$ cat src/rtl/fetch_decode_ctrl_if.sv
// Instruction-memory fetch bus: the sequencer drives req/addr, memory answers with ack/rdata.
interface fetch_decode_ctrl_if;
  logic        mem_req;
  logic [31:0] mem_addr;
  logic [31:0] mem_rdata;
  logic        mem_ack;

  modport master (output mem_req, mem_addr, input mem_rdata, mem_ack);
  modport slave  (input mem_req, mem_addr, output mem_rdata, mem_ack);
endinterface

$ cat src/rtl/fetch_decode_ctrl.sv
// Fetch/decode sequencer: fetches the word at pc, waits for the datapath,
// then hands branch/jump decode back to the PC logic with a one-cycle pc_en.
// A fetch that sees no ack for TIMEOUT cycles parks the block in ERROR.
module fetch_decode_ctrl #(
  parameter int TIMEOUT = 15
) (
  input  logic                 clk,
  input  logic                 reset,
  fetch_decode_ctrl_if.master  mem,
  input  logic [31:0]          pc_i,
  input  logic                 exec_done_i,
  input  logic                 zero_i,
  output logic [31:0]          instr_o,
  output logic                 instr_valid_o,
  output logic                 pc_en_o,
  output logic [31:0]          branch_offset_o,
  output logic                 pcsel_o,
  output logic                 jump_o,
  output logic [25:0]          jump_target_o,
  output logic                 fetch_err_o
);

  localparam int CW = (TIMEOUT > 2) ? $clog2(TIMEOUT) : 1;
  localparam logic [CW-1:0] CNT_LAST = CW'(TIMEOUT - 1);

  localparam logic [2:0] S_START  = 3'd0;
  localparam logic [2:0] S_FETCH  = 3'd1;
  localparam logic [2:0] S_DECODE = 3'd2;
  localparam logic [2:0] S_EXEC   = 3'd3;
  localparam logic [2:0] S_UPDATE = 3'd4;
  localparam logic [2:0] S_ERROR  = 3'd5;

  logic [2:0]    state_q, state_d;
  logic [CW-1:0] cnt_q, cnt_d;
  logic [31:0]   instr_q, instr_d;
  logic          pcsel_q, pcsel_d;
  logic          jump_q, jump_d;
  logic [5:0]    op;

  assign op = instr_q[31:26];

  // Next-state logic; ack on the last allowed fetch cycle takes priority over the timeout.
  always_comb begin
    state_d = state_q;
    cnt_d   = cnt_q;
    instr_d = instr_q;
    pcsel_d = pcsel_q;
    jump_d  = jump_q;
    case (state_q)
      S_START:  state_d = S_FETCH;
      S_FETCH: begin
        if (mem.mem_ack) begin
          instr_d = mem.mem_rdata;
          cnt_d   = '0;
          state_d = S_DECODE;
        end else if (cnt_q == CNT_LAST) begin
          cnt_d   = '0;
          state_d = S_ERROR;
        end else begin
          cnt_d = cnt_q + 1'b1;
        end
      end
      S_DECODE: state_d = S_EXEC;
      S_EXEC: begin
        // zero is only meaningful alongside exec_done, so decode is latched here
        if (exec_done_i) begin
          pcsel_d = ((op == 6'h04) & zero_i) | ((op == 6'h05) & ~zero_i);
          jump_d  = (op == 6'h02) | (op == 6'h03);
          state_d = S_UPDATE;
        end
      end
      S_UPDATE: state_d = S_FETCH;
      S_ERROR:  state_d = S_ERROR;
      default:  state_d = S_START;
    endcase
  end

  // State registers with synchronous reset; reset abandons any fetch in flight.
  always_ff @(posedge clk) begin
    if (reset) begin
      state_q <= S_START;
      cnt_q   <= '0;
      instr_q <= '0;
      pcsel_q <= 1'b0;
      jump_q  <= 1'b0;
    end else begin
      state_q <= state_d;
      cnt_q   <= cnt_d;
      instr_q <= instr_d;
      pcsel_q <= pcsel_d;
      jump_q  <= jump_d;
    end
  end

  // Strobes decode straight from the state register, so each lasts exactly one state.
  assign mem.mem_req      = (state_q == S_FETCH);
  assign mem.mem_addr     = (state_q == S_FETCH) ? pc_i : 32'h0;
  assign instr_o          = instr_q;
  assign instr_valid_o    = (state_q == S_DECODE);
  assign pc_en_o          = (state_q == S_UPDATE);
  assign pcsel_o          = (state_q == S_UPDATE) & pcsel_q;
  assign jump_o           = (state_q == S_UPDATE) & jump_q;
  assign fetch_err_o      = (state_q == S_ERROR);
  assign branch_offset_o  = {{16{instr_q[15]}}, instr_q[15:0]};
  assign jump_target_o    = instr_q[25:0];

endmodule

$ cat src/flat_wrapper.sv
// flat-port wrapper written by rule: the top's interface ports become plain ports
module fetch_decode_ctrl_flat 
#(
  parameter int TIMEOUT = 15
)
  (clk, reset, pc_i, exec_done_i, zero_i, instr_o, instr_valid_o, pc_en_o, branch_offset_o, pcsel_o, jump_o, jump_target_o, fetch_err_o, mem_mem_req, mem_mem_addr, mem_mem_rdata, mem_mem_ack);
  fetch_decode_ctrl_if mem_i ();
  input  logic clk;
  input  logic reset;
  input  logic [31:0] pc_i;
  input  logic exec_done_i;
  input  logic zero_i;
  output logic [31:0] instr_o;
  output logic instr_valid_o;
  output logic pc_en_o;
  output logic [31:0] branch_offset_o;
  output logic pcsel_o;
  output logic jump_o;
  output logic [25:0] jump_target_o;
  output logic fetch_err_o;
  output wire logic [$bits(mem_i.mem_req)-1:0] mem_mem_req;
  output wire logic [$bits(mem_i.mem_addr)-1:0] mem_mem_addr;
  input wire logic [$bits(mem_i.mem_rdata)-1:0] mem_mem_rdata;
  input wire logic [$bits(mem_i.mem_ack)-1:0] mem_mem_ack;
  assign mem_mem_req = mem_i.mem_req;
  assign mem_mem_addr = mem_i.mem_addr;
  assign mem_i.mem_rdata = mem_mem_rdata;
  assign mem_i.mem_ack = mem_mem_ack;
  fetch_decode_ctrl #(.TIMEOUT(TIMEOUT)) u_core (.clk(clk), .reset(reset), .mem(mem_i), .pc_i(pc_i), .exec_done_i(exec_done_i), .zero_i(zero_i), .instr_o(instr_o), .instr_valid_o(instr_valid_o), .pc_en_o(pc_en_o), .branch_offset_o(branch_offset_o), .pcsel_o(pcsel_o), .jump_o(jump_o), .jump_target_o(jump_target_o), .fetch_err_o(fetch_err_o));
endmodule
$ cat config.mk
export PLATFORM = sky130hd
export DESIGN_NAME = fetch_decode_ctrl_flat
export DESIGN_NICKNAME = d
export VERILOG_FILES = /design/src/rtl/fetch_decode_ctrl_if.sv /design/src/rtl/fetch_decode_ctrl.sv /design/src/flat_wrapper.sv
export SDC_FILE = /design/constraint.sdc
export NUM_CORES = 1
export LEC_CHECK = 0
export ABC_AREA = 1
export CAP_MARGIN = 10
export CORE_MARGIN = 4
export CORE_UTILIZATION = 33
export CTS_BUF_LIST = sky130_fd_sc_hd__clkbuf_2
export DETAILED_ROUTE_END_ITERATION = 10
export GPL_ROUTABILITY_DRIVEN = 0
export PLACE_DENSITY = 0.93
export SLEW_MARGIN = 10
export SYNTH_ARGS = -nofsm -noshare
export SYNTH_HDL_FRONTEND = slang
export SYNTH_SLANG_ARGS = --single-unit
$ cat constraint.sdc
create_clock -name clk -period 1.4 [get_ports clk]
set_clock_uncertainty 0.1 [all_clocks]
set_input_delay 0.14 -clock clk [delete_from_list [all_inputs] [get_ports clk]]
set_output_delay 0.14 -clock clk [all_outputs]
set_load 0.05 [all_outputs]
==> results.py, run 1 <==
metrics = {
    "status": {
        "status": "stopped before the end",
        "failed_stage": "global routing (5_1_grt)",
        "first-error": "[ERROR DPL-0033] detailed placement checks failed during check placement.",
    },
    "logic_synthesis": {
        "synth-seq-cells": 41,
        "postSynthAreaPerCell_um2": 6.65,
        "yosysSeqAreaShare": 0.353,
        "synth_fp_nets": 420,
        "synth.distinct_cells": 19,
        "syn_area_mm2": 0.00232,
        "yosys_warnings": 0,
        "syn_inst": 349,
    },
    "place": {
        "portBuffers": 196,
        "place_hpwl_mm": 8.04,
    },
    "clock_tree": {
        "clockBufferDepth": 2,
        "clockRootBuffer": "clkbuf_2",
        "numCtsBuffers": 5,
        "numClockSinks": 41,
        "htree_levels": 2,
    },
    "die": {
        "die_w_um": 91.9,
        "ios": 197,
        "rows": 30,
        "initial_core_util": 0.340,
        "die_h_um": 91.9,
    },
    "global_routing": {
        "grt_max_degree": 35,
        "antenna_found_initial": 0,
    },
    "sta": {
        "endpoint_type": "primary output",
        "grt_worst_setup_endpoint": "mem_mem_addr[28]",
    },
}
-- Yosys cell counts, drive strengths merged --
| master | count | area, µm² |
|---|---|---|
| a21oi | 5 | 25.0 |
| buf | 67 | 480 |
| clkbuf | 4 | 18.8 |
| dfxtp | 41 | 821 |
| ha | 2 | 25.0 |
| inv | 50 | 188 |
| nand2 | 17 | 63.8 |
| nand3 | 8 | 45.0 |
| nand4 | 2 | 12.5 |
| nor2 | 113 | 439 |
| nor3 | 2 | 10.0 |
| o21ai | 37 | 185 |
| xor2 | 1 | 8.76 |
-- stage by stage --
stage	cells	instance area, µm²	worst slack [ns]	hold slack (ns)
floorplan	349	2620	-0.174	0.105
global placement	583	5630	-0.00732	0.383
detailed placement	583	5630	-0.0961	0.418
CTS	613	6210	-0.378	0.163
-- repair_timing --
action                                  in CTS
setup buffers                               15
hold endpoints to repair                     0
endpoints found under the setup margin     108
hold buffers                                 0
cloned                                       8
pin swaps                                   11
resized for setup                           62
-- kinds of logic after synthesis --
family / count (synthesis) / synth area share
and+or+nand+nor: 142 / 0.246
buffers and inverters: 121 / 0.296
AOI/OAI and AO/OA: 42 / 0.0905
DFF: 41 / 0.353
adders and majority gates: 2 / 0.0108
xor gates and xnor gates: 1 / 0.00377
==> run 2: changes to the inputs <==
Settings changed: CORE_UTILIZATION 33 to 30, CTS_BUF_LIST sky130_fd_sc_hd__clkbuf_2 to not set, PLACE_DENSITY 0.93 to not set, PLACE_DENSITY_LB_ADDON set to 0.15.
==> results.py, run 2 <==
metrics = {
    "logic_synthesis": {
        "synth-seq-cells": 41,
        "synth-xor-area-share": 0.00377,
        "synth_fp_nets": 420,
        "synth-adder-area-share": 0.0108,
        "yosysTopAreaCell": "dfxtp_1",
        "syn_inst": 349,
        "yosysTopAreaCellShare": 0.353,
        "synthTopCellsByCount": "111 x nor2_1, 58 x buf_4, 49 x inv_1",
        "synthMuxAreaShare": 0,
        "syn_area_mm2": 0.00232,
        "synth_edf_count": 0,
        "postSynthAreaPerCell_um2": 6.65,
        "synth-main-ff-cell": "dfxtp_1",
        "synth_top_family_by_area": "buffers and inverters",
        "synth.distinct_cells": 19,
        "yosys_warnings": 0,
        "yosysMostFrequentCell": "nor2_1",
        "synthSimpleGateAreaFrac": 0.246,
        "synth_compound_gate_area_share": 0.0905,
        "synth.area.top_cells": "dfxtp_1 35%, buf_4 19%, nor2_1 18%, inv_1 7.9%, o21ai_0 6.9%",
        "yosysSeqAreaShare": 0.353,
        "async_flop_share": 0,
    },
    "place": {
        "place_hpwl_mm": 7.68,
        "portBuffers": 196,
        "placed_area_mm2": 0.00559,
    },
    "power": {
        "p_leak_nw": 2.58,
        "power_density_mw_per_mm2": 1060,
        "ir_worst_vdd_v": 0.000636,
        "p_total_mw": 6.32,
    },
    "global_routing": {
        "grt_usage": 0.202,
        "antenna_found_initial": 0,
        "first_global_vias": 2830,
        "grt_pass1_wl_mm": 14.4,
        "grt_max_degree": 34,
        "grt_overflow_total": 0,
    },
    "clock_tree": {
        "numCtsBuffers": 5,
        "numClockSinks": 41,
        "clockBufferDepth": 2,
        "worstSkewPairLatency_ns": 0.29,
        "cts_tree": "done",
        "clockRootBuffer": "clkbuf_8",
        "holdBufCountCts": 0,
        "path_clk_slew_ns": 0.08,
        "htree_levels": 2,
    },
    "worst_setup_path": {
        "worstSetupStartpointType": "flip-flop",
        "critical_path_arrival_ns": 1.40,
        "critPathRequiredTime_ns": 1.16,
        "endpoint_kind": "primary output",
        "path_class": "flip-flop to primary output",
        "critPathMaxFanout": 9,
    },
    "die": {
        "die_area_mm2": 0.00921,
        "die_h_um": 96.0,
        "die_w_um": 96.0,
        "ios": 197,
        "core_mm2": 0.00737,
        "initial_core_util": 0.315,
        "rows": 31,
    },
    "run": {
        "maxCapViolations": 0,
    },
    "sta": {
        "slew_headroom": 0.708,
        "fmax_mhz": 609,
        "layout_setup_ws_ns": -0.242,
        "finalHoldViolCount": 0,
        "hold_ws_ns": 0.327,
        "period_share": 1.17,
        "setup_viol": 76,
        "tightest_slew_ns": 0.438,
        "period_minus_slack_ns": 1.64,
        "drv_slew": 0,
        "rsz0062_at_grt": "yes",
        "setup_tns_ns": -12.74,
    },
    "status": {
        "status": "finished, violations left",
        "violations": "setup timing",
    },
    "detailed_routing": {
        "drt-vias-per-instance": 4.51,
        "drc": 0,
        "first_pass_iters": 4,
        "antenna_left": 0,
        "dr_total_vias": 2739,
        "drtIter0Drc": 57,
        "wire_per_inst_um": 17.0,
        "wl_mm": 10.3,
    },
    "hold_path": {
        "hold_path_class": "primary input to flip-flop",
    },
    "layout": {
        "final_common_cell": "buf_12",
        "fin_nets": 578,
        "syn2layout_area_growth_pct": 158,
        "post-route-cell-area_mm2": 0.00599,
        "largest_reg_flops": 32,
        "layout_common_cells": "133 x buf_12, 73 x nor2_1, 68 x clkdlybuf4s50_1",
        "final_layout_size_suffix_gt1_frac": 0.433,
        "diodes": 0,
    },
}
## run 2: critical path, stage by stage (launching register included)
cell     delay [ns]
dfxtp_2        0.34
inv_4          0.08
nand3_4        0.18
buf_16         0.23
nor2_4         0.12
buf_12         0.14
## run 2: worst paths after layout
| path | endpoint | startpoint | cells past startpoint | slack, ns |
|---|---|---|---|---|
| worst max-delay path | mem_mem_addr[27] | u_core.state_q[2]$_SDFFE_PP0P_ | 5 | -0.24 |
| worst min-delay path | u_core.instr_o[29]$_SDFFE_PP0P_ | mem_mem_rdata[29] | 3 | 0.33 |
| worst max register to register | u_core.instr_o[19]$_SDFFE_PP0P_ | u_core.state_q[2]$_SDFFE_PP0P_ | 8 | -0.18 |
| worst min register to register | u_core.cnt_q[2]$_SDFFE_PP0N_ | u_core.cnt_q[2]$_SDFFE_PP0N_ | 2 | 0.43 |
## run 2: per-layer routing
metal,vias to the layer above,global-route usage,part of all wire
li1,1309,-,-
met1,1265,0.189,0.32
met2,148,0.399,0.55
met3,17,0.0891,0.10
met4,0,0.0427,0.019
met5,-,0,0
## run 2: what timing repair did
| item | CTS | global route |
|---|---|---|
| buffers inserted | 4 | 6 |
| pin swaps | 7 | 3 |
| cloned | 2 | 1 |
| setup endpoints to repair | 42 | 77 |
| gates resized for setup | 24 | 13 |
| hold endpoints to repair | 0 | 0 |
## run 2: power by group
| part | switching, mW | leakage [nW] | total, mW | internal [mW] |
|---|---|---|---|---|
| logic | 2.08 | 2.19 | 3.95 | 1.87 |
| clock network | 0.415 | 0.0549 | 0.870 | 0.455 |
| registers | 0.225 | 0.338 | 1.50 | 1.28 |
| total | 2.72 | 2.58 | 6.32 | 3.60 |
## run 2: metrics by stage
stage	utilization	setup WS, ns	cells
floorplan	-	-0.174	349
global placement	0.759	-0.184	586
finish	0.812	-0.242	607
detailed placement	0.759	-0.182	586
global route	0.812	-0.299	607
CTS	0.797	-0.228	600
## run 2: area by class of cell
cell class	count	area (µm²)
clock buffer	7	96.3
clock inverter	1	8.76
fill	405	1380
inverter	50	203
multi-input combinational	187	1120
sequential	41	827
tap	99	124
timing repair buffer	222	3600
## run 2: kinds of logic (layout without fill, tap and decap cells)
kind of cell             Yosys count  count (layout)
AND/OR/NAND/NOR                  142             142
XOR/XNOR                           1               1
buffers and inverters            121             280
AO/OA/AOI/OAI                     42              42
adder cells (fa/ha/maj)            2               2
flip-flops                        41              41
Power figures use the tool's default switching activity.
